### src/rtl/memory_access_top.sv
// Memory-access pipeline stage: drives loads/stores onto a req/gnt/rvalid
// data-memory port, aligns and extends load data, forwards results to decode
// and registers them into writeback. Stalls the pipe while a transaction is open.
// Optional build macro: MA_MISALIGN_TRAP_EN (misaligned accesses are squashed
// without touching memory and flagged on ma_misalign).
module memory_access_top #(
    parameter int unsigned DM_AW       = 32,
    parameter logic [31:0] BUBBLE_INST = 32'h00000013
) (
    input  logic             clk,
    input  logic             rst,
    input  logic [31:0]      ma_inst,
    input  logic [31:0]      ma_pc,
    input  logic [31:0]      ma_dat,
    input  logic [31:0]      ma_rd2,
    output logic             ma_stall,
    output logic             ma_fwd_we,
    output logic [4:0]       ma_fwd_dst,
    output logic [31:0]      ma_fwd_dat,
    output logic             dm_req,
    output logic             dm_we,
    output logic [DM_AW-1:0] dm_addr,
    output logic [3:0]       dm_be,
    output logic [31:0]      dm_wdat,
    input  logic             dm_gnt,
    input  logic             dm_rvalid,
    input  logic [31:0]      dm_rdat,
`ifdef MA_MISALIGN_TRAP_EN
    output logic             ma_misalign,
`endif
    output logic [31:0]      wb_inst,
    output logic [31:0]      wb_pc,
    output logic [31:0]      wb_dat
);

    localparam logic [6:0] OP_LOAD   = 7'b0000011;
    localparam logic [6:0] OP_STORE  = 7'b0100011;
    localparam logic [6:0] OP_BRANCH = 7'b1100011;

    localparam logic [1:0] IDLE = 2'd0;
    localparam logic [1:0] REQ  = 2'd1;
    localparam logic [1:0] WAIT = 2'd2;

    logic [6:0]  opcode;
    logic [1:0]  size;
    logic        zext;
    logic [1:0]  a;
    logic        ld, st, br, mem;
    logic        misalign;
    logic        mem_go;
    logic        done;
    logic [1:0]  state_q, state_d;
    logic [31:0] shifted;
    logic [31:0] ld_res;
    logic        unused_bits;

    assign opcode = ma_inst[6:0];
    assign size   = ma_inst[13:12];
    assign zext   = ma_inst[14];
    assign a      = ma_dat[1:0];
    assign ld     = (opcode == OP_LOAD);
    assign st     = (opcode == OP_STORE);
    assign br     = (opcode == OP_BRANCH);
    assign mem    = ld | st;

    // Upper instruction bits carry no meaning for this stage.
    assign unused_bits = ^{ma_inst[31:15], ma_dat};

`ifdef MA_MISALIGN_TRAP_EN
    assign misalign    = mem & (((size == 2'b01) & a[0]) | ((size == 2'b10) & (a != 2'b00)));
    assign ma_misalign = misalign;
`else
    assign misalign = 1'b0;
`endif

    // A squashed misaligned access never reaches the memory port.
    assign mem_go = mem & ~misalign;

    // Address and write lanes come straight from the held execute outputs.
    assign dm_addr = {ma_dat[DM_AW-1:2], 2'b00};
    assign dm_we   = st;

    // Byte enables and lane-replicated store data.
    always_comb begin
        dm_be   = 4'b1111;
        dm_wdat = ma_rd2;
        case (size)
            2'b00: begin
                dm_be   = 4'b0001 << a;
                dm_wdat = {4{ma_rd2[7:0]}};
            end
            2'b01: begin
                dm_be   = a[1] ? 4'b1100 : 4'b0011;
                dm_wdat = {2{ma_rd2[15:0]}};
            end
            default: begin
                dm_be   = 4'b1111;
                dm_wdat = ma_rd2;
            end
        endcase
    end

    // Load alignment and sign/zero extension.
    always_comb begin
        shifted = dm_rdat;
        ld_res  = dm_rdat;
        case (size)
            2'b00: begin
                shifted = dm_rdat >> {a, 3'b000};
                ld_res  = zext ? {24'b0, shifted[7:0]} : {{24{shifted[7]}}, shifted[7:0]};
            end
            2'b01: begin
                shifted = dm_rdat >> {a[1], 4'b0000};
                ld_res  = zext ? {16'b0, shifted[15:0]} : {{16{shifted[15]}}, shifted[15:0]};
            end
            default: begin
                shifted = dm_rdat;
                ld_res  = dm_rdat;
            end
        endcase
    end

    // Transaction FSM: request phase until gnt, then loads wait for rvalid.
    always_comb begin
        state_d = state_q;
        dm_req  = 1'b0;
        done    = 1'b0;
        case (state_q)
            IDLE: begin
                dm_req = mem_go;
                if (mem_go) begin
                    if (dm_gnt) begin
                        if (ld) state_d = WAIT;
                        else    done    = 1'b1;
                    end else begin
                        state_d = REQ;
                    end
                end
            end
            REQ: begin
                dm_req = 1'b1;
                if (dm_gnt) begin
                    if (ld) begin
                        state_d = WAIT;
                    end else begin
                        done    = 1'b1;
                        state_d = IDLE;
                    end
                end
            end
            WAIT: begin
                if (dm_rvalid) begin
                    done    = 1'b1;
                    state_d = IDLE;
                end
            end
            default: state_d = IDLE;
        endcase
    end

    assign ma_stall   = mem_go & ~done;
    assign ma_fwd_we  = ~st & ~br & ~ma_stall & ~misalign;
    assign ma_fwd_dst = ma_inst[11:7];
    assign ma_fwd_dat = ld ? ld_res : ma_dat;

    // FSM state register.
    always_ff @(posedge clk) begin
        if (rst) state_q <= IDLE;
        else     state_q <= state_d;
    end

    // Writeback register; a bubble goes in whenever nothing valid completes.
    always_ff @(posedge clk) begin
        if (rst || ma_stall || misalign) begin
            wb_inst <= BUBBLE_INST;
            wb_pc   <= 32'h0;
            wb_dat  <= 32'h0;
        end else begin
            wb_inst <= ma_inst;
            wb_pc   <= ma_pc;
            wb_dat  <= ma_fwd_dat;
        end
    end

endmodule

### config.mk
export PLATFORM = sky130hd
export DESIGN_NAME = memory_access_top
export DESIGN_NICKNAME = d
export VERILOG_FILES = /design/src/rtl/memory_access_top.sv
export SDC_FILE = /design/constraint.sdc
export NUM_CORES = 1
export LEC_CHECK = 0
export CAP_MARGIN = 20
export CORE_AREA = 4 4 139 141
export DETAILED_ROUTE_END_ITERATION = 10
export DIE_AREA = 0 0 143 145
export GPL_ROUTABILITY_DRIVEN = 1
export PLACE_DENSITY = 0.65
export SYNTH_ARGS = -nofsm -noshare
export SYNTH_HDL_FRONTEND = slang
export SYNTH_SLANG_ARGS = --single-unit
export TNS_END_PERCENT = 10
### constraint.sdc
create_clock -name clk -period 2.05 [get_ports clk]
set_input_delay 0.41 -clock clk [delete_from_list [all_inputs] [get_ports clk]]
set_output_delay 0.41 -clock clk [all_outputs]
set_load 0.05 [all_outputs]
==> impl_metrics.env <==
export IMPL_htreeDepth=3
export IMPL_hold_start="ma_inst[2]"
export IMPL_grt_max_degree=53
export IMPL_cts_sinks=98
export IMPL_drt_iter0_markers=105
export IMPL_yosys_area_top_type="dfxtp_1"
export IMPL_cp_max_fo=7
export IMPL_finalSetupViolCount=34
export IMPL_grt_use_total_pct=19.4
export IMPL_wl_per_cell_microns=18.8
export IMPL_start_kind="primary input"
export IMPL_max_stage_delay_ns=0.55
export IMPL_cts_tree="done"
export IMPL_period_share_pct=121
export IMPL_hold_class="primary input to register"
export IMPL_ys_seq_area_share_pct=43.5
export IMPL_skew_ns=0.00848
export IMPL_gr_total_overflow=0
export IMPL_finalWirelength_microns=21200
export IMPL_min_path_cells=3
export IMPL_final_cell_mix="clkdlybuf4s50_1, buf_12, buf_4"
export IMPL_slew_headroom_pct=62.0
export IMPL_rrSetupSlack_ns=0.56
export IMPL_coreArea_sq_um=18000
export IMPL_crit_path_end_kind="output port"
export IMPL_nets=1060
export IMPL_synth_edf_count=0
export IMPL_drv_slew=0
export IMPL_ys_ff_latch=98
export IMPL_hold_end="wb_inst[2]"
export IMPL_multiInputGateArea_sq_um=2490
export IMPL_io_pins=369
export IMPL_arrival_ns=2.08
export IMPL_final_common_cell="clkdlybuf4s50_1"
export IMPL_slowest_stage="or4_4"
export IMPL_synth_area_sq_um=4510
export IMPL_first_pass_iters=4
export IMPL_failed_checks="setup timing"
export IMPL_avgSynthCellArea_sq_um=9.18
export IMPL_rows=49
export IMPL_fmax_mhz=402
export IMPL_regArea_sq_um=1960
export IMPL_p_total_mw=6.44
export IMPL_clockBufferDepth=2
export IMPL_cap_violations=0
export IMPL_r2r_end="wb_inst[9]"
export IMPL_grt_pass1_wl_microns=31000
export IMPL_ys_flop_type="dfxtp_1"
export IMPL_async_reset_ff_share_pct=0
export IMPL_place_congestion=0.888
export IMPL_outcome="complete, but fails checks"
export IMPL_cp_required_ns=1.64
export IMPL_p_leak_nw=4.39
export IMPL_power_density_nw_per_um2=606
export IMPL_crit_type="primary input to output port"
export IMPL_cts_clk_slew_worst_paths_ns=0.08
export IMPL_hold_violations=0
export IMPL_reg2regPathDepth=5
export IMPL_grt_pass1_vias=5311
export IMPL_fin_ws_ns=-0.440
export IMPL_grt_antenna_before_repair=2
export IMPL_hpwl_microns=17200
export IMPL_vias=5092
export IMPL_worst_pin_slew_ns=0.569
export IMPL_synth_cells=491
export IMPL_rsz0062_at_grt="true"
export IMPL_worstPathCellList="buf_6, or4_4, or2_4, buf_4, a21oi_4, buf_12, a21oi_4, buf_12"
export IMPL_yosysWarningCount=0
export IMPL_initial_core_util_pct=25.1
export IMPL_layout_drive_gt1_share_pct=35.6
export IMPL_avgViaCountPerCell=4.51
export IMPL_fillerInstances=1534
export IMPL_vdd_ir_drop_max_mv=0.427
export IMPL_startpoint="ma_inst[2]"
export IMPL_synth_cell_types=44
export IMPL_post_place_ws_ns=-0.775
export IMPL_port_buffers=366
export IMPL_synth_top_area_share_pct=43.5
export IMPL_die_area_sq_um=20700
export IMPL_crit_family="simple AND/OR/NAND/NOR gates"
export IMPL_ant_nets=0
export IMPL_die_w_microns=143
export IMPL_cts_buffers=9
export IMPL_areaGrowthSynthToFinish_pct=136
export IMPL_path_buf_inv=4
export IMPL_clock_latency_ns=0.36
export IMPL_synthTopCellsByArea="dfxtp_1, and2_1, buf_4, a211oi_1, mux2i_1"
export IMPL_period_minus_slack_ns=2.49
export IMPL_cts_root_buf="clkbuf_16"
export IMPL_drt_drc_violations_left=0
export IMPL_n_antenna_cell=0
export IMPL_die_h_microns=145
export IMPL_rr_startpoint="state_q[1]"
-- power breakdown --
| part | total [mW] | internal [mW] | switching [mW] | leakage (nW) |
|---|---|---|---|---|
| sequential | 2.03 | 2.01 | 0.0265 | 0.816 |
| combinational | 2.56 | 1.17 | 1.39 | 3.42 |
| clock | 1.84 | 0.992 | 0.850 | 0.159 |
-- worst max path at each step --
stage	to	slack, ns	cells after the start
final	ma_fwd_dat[11]	-0.44	8
after global routing	ma_fwd_dat[23]	-0.46	8
after CTS	ma_fwd_dat[29]	-0.51	8
after detailed placement	ma_fwd_dat[23]	-0.78	7
after global placement	ma_fwd_dat[31]	-0.83	7
after floorplan	ma_fwd_dat[16]	-0.25	5
-- worst reg2reg max path: stages (launching register included) --
cell     delay [ns]
dfxtp_1        0.34
and3b_1        0.20
a31o_2         0.25
o21ba_2        0.23
buf_12         0.18
and2_1         0.19
-- synth_stat cells, types with 2 or more instances --
cell      instances
mux2i_1          18
o21bai_1          5
nand2_1          36
and2_1           60
inv_1             6
o221a_2           6
clkbuf_1         17
nand2b_1          4
a22o_1            7
nor2b_1           4
nor2_1           35
mux2_2           16
a211oi_1         30
and3b_1           2
buf_6             3
buf_2            11
nor3_1            2
buf_1             2
buf_4            45
or2_2             3
a21oi_1          34
o21ai_0          13
a22oi_1          13
dfxtp_1          98
nor3b_1           2
-- cell type report --
class,count,area share [%]
Clock buffer,9,2.12
Multi-Input combinational cell,310,23.4
Tap cell,229,2.70
Sequential cell,98,18.5
Inverter,6,0.212
Timing Repair Buffer,471,52.1
Clock inverter,7,0.989
-- flip-flops by register name (all words and copies together), names as in the netlist --
| register | count |
|---|---|
| state_q | 2 |
| wb_dat | 32 |
| wb_inst | 32 |
| wb_pc | 32 |
-- kinds of logic after synthesis --
group / count (synthesis) / synth area share, %
other: 1 / 0.0832
and+or+nand+nor: 158 / 18.7
DFF: 98 / 43.5
muxes: 35 / 8.50
AOI/OAI and AO/OA: 115 / 17.7
buffers and inverters: 84 / 11.5
-- stage by stage --
| stage | hold WS [ns] | utilization (%) | std cells | area, sq um | TNS (ns) |
|---|---|---|---|---|---|
| final | 0.369 | 59.2 | 1130 | 10600 | -12.74 |
| after global routing | 0.372 | 59.2 | 1130 | 10600 | -13.90 |
| after CTS | 0.366 | 58.8 | 1127 | 10600 | -14.39 |
| after detailed placement | 0.539 | 55.3 | 1104 | 9930 | -59.08 |
| after global placement | 0.525 | 55.3 | 1104 | 9930 | -60.06 |
| after floorplan | 0.479 | - | 492 | 4750 | -7.38 |
-- routing by layer --
metal	track usage (%)	up-vias	wire, microns
met3	5.53	35	1720
li1	-	2463	-
met4	6.70	2	540
met2	36.2	234	11100
met1	20.6	2358	7900
met5	0	-	13
-- timing repair --
item | 4_1_cts | 5_1_grt
hold buffers | 0 | 0
setup buffers | 5 | 2
pin swaps | 10 | 5
endpoints found under the hold margin | 0 | 0
gates cloned | 2 | 1
endpoints found under the setup margin | 77 | 48
resized for setup | 70 | 17
No activity file was read; power rests on OpenSTA's default activity.
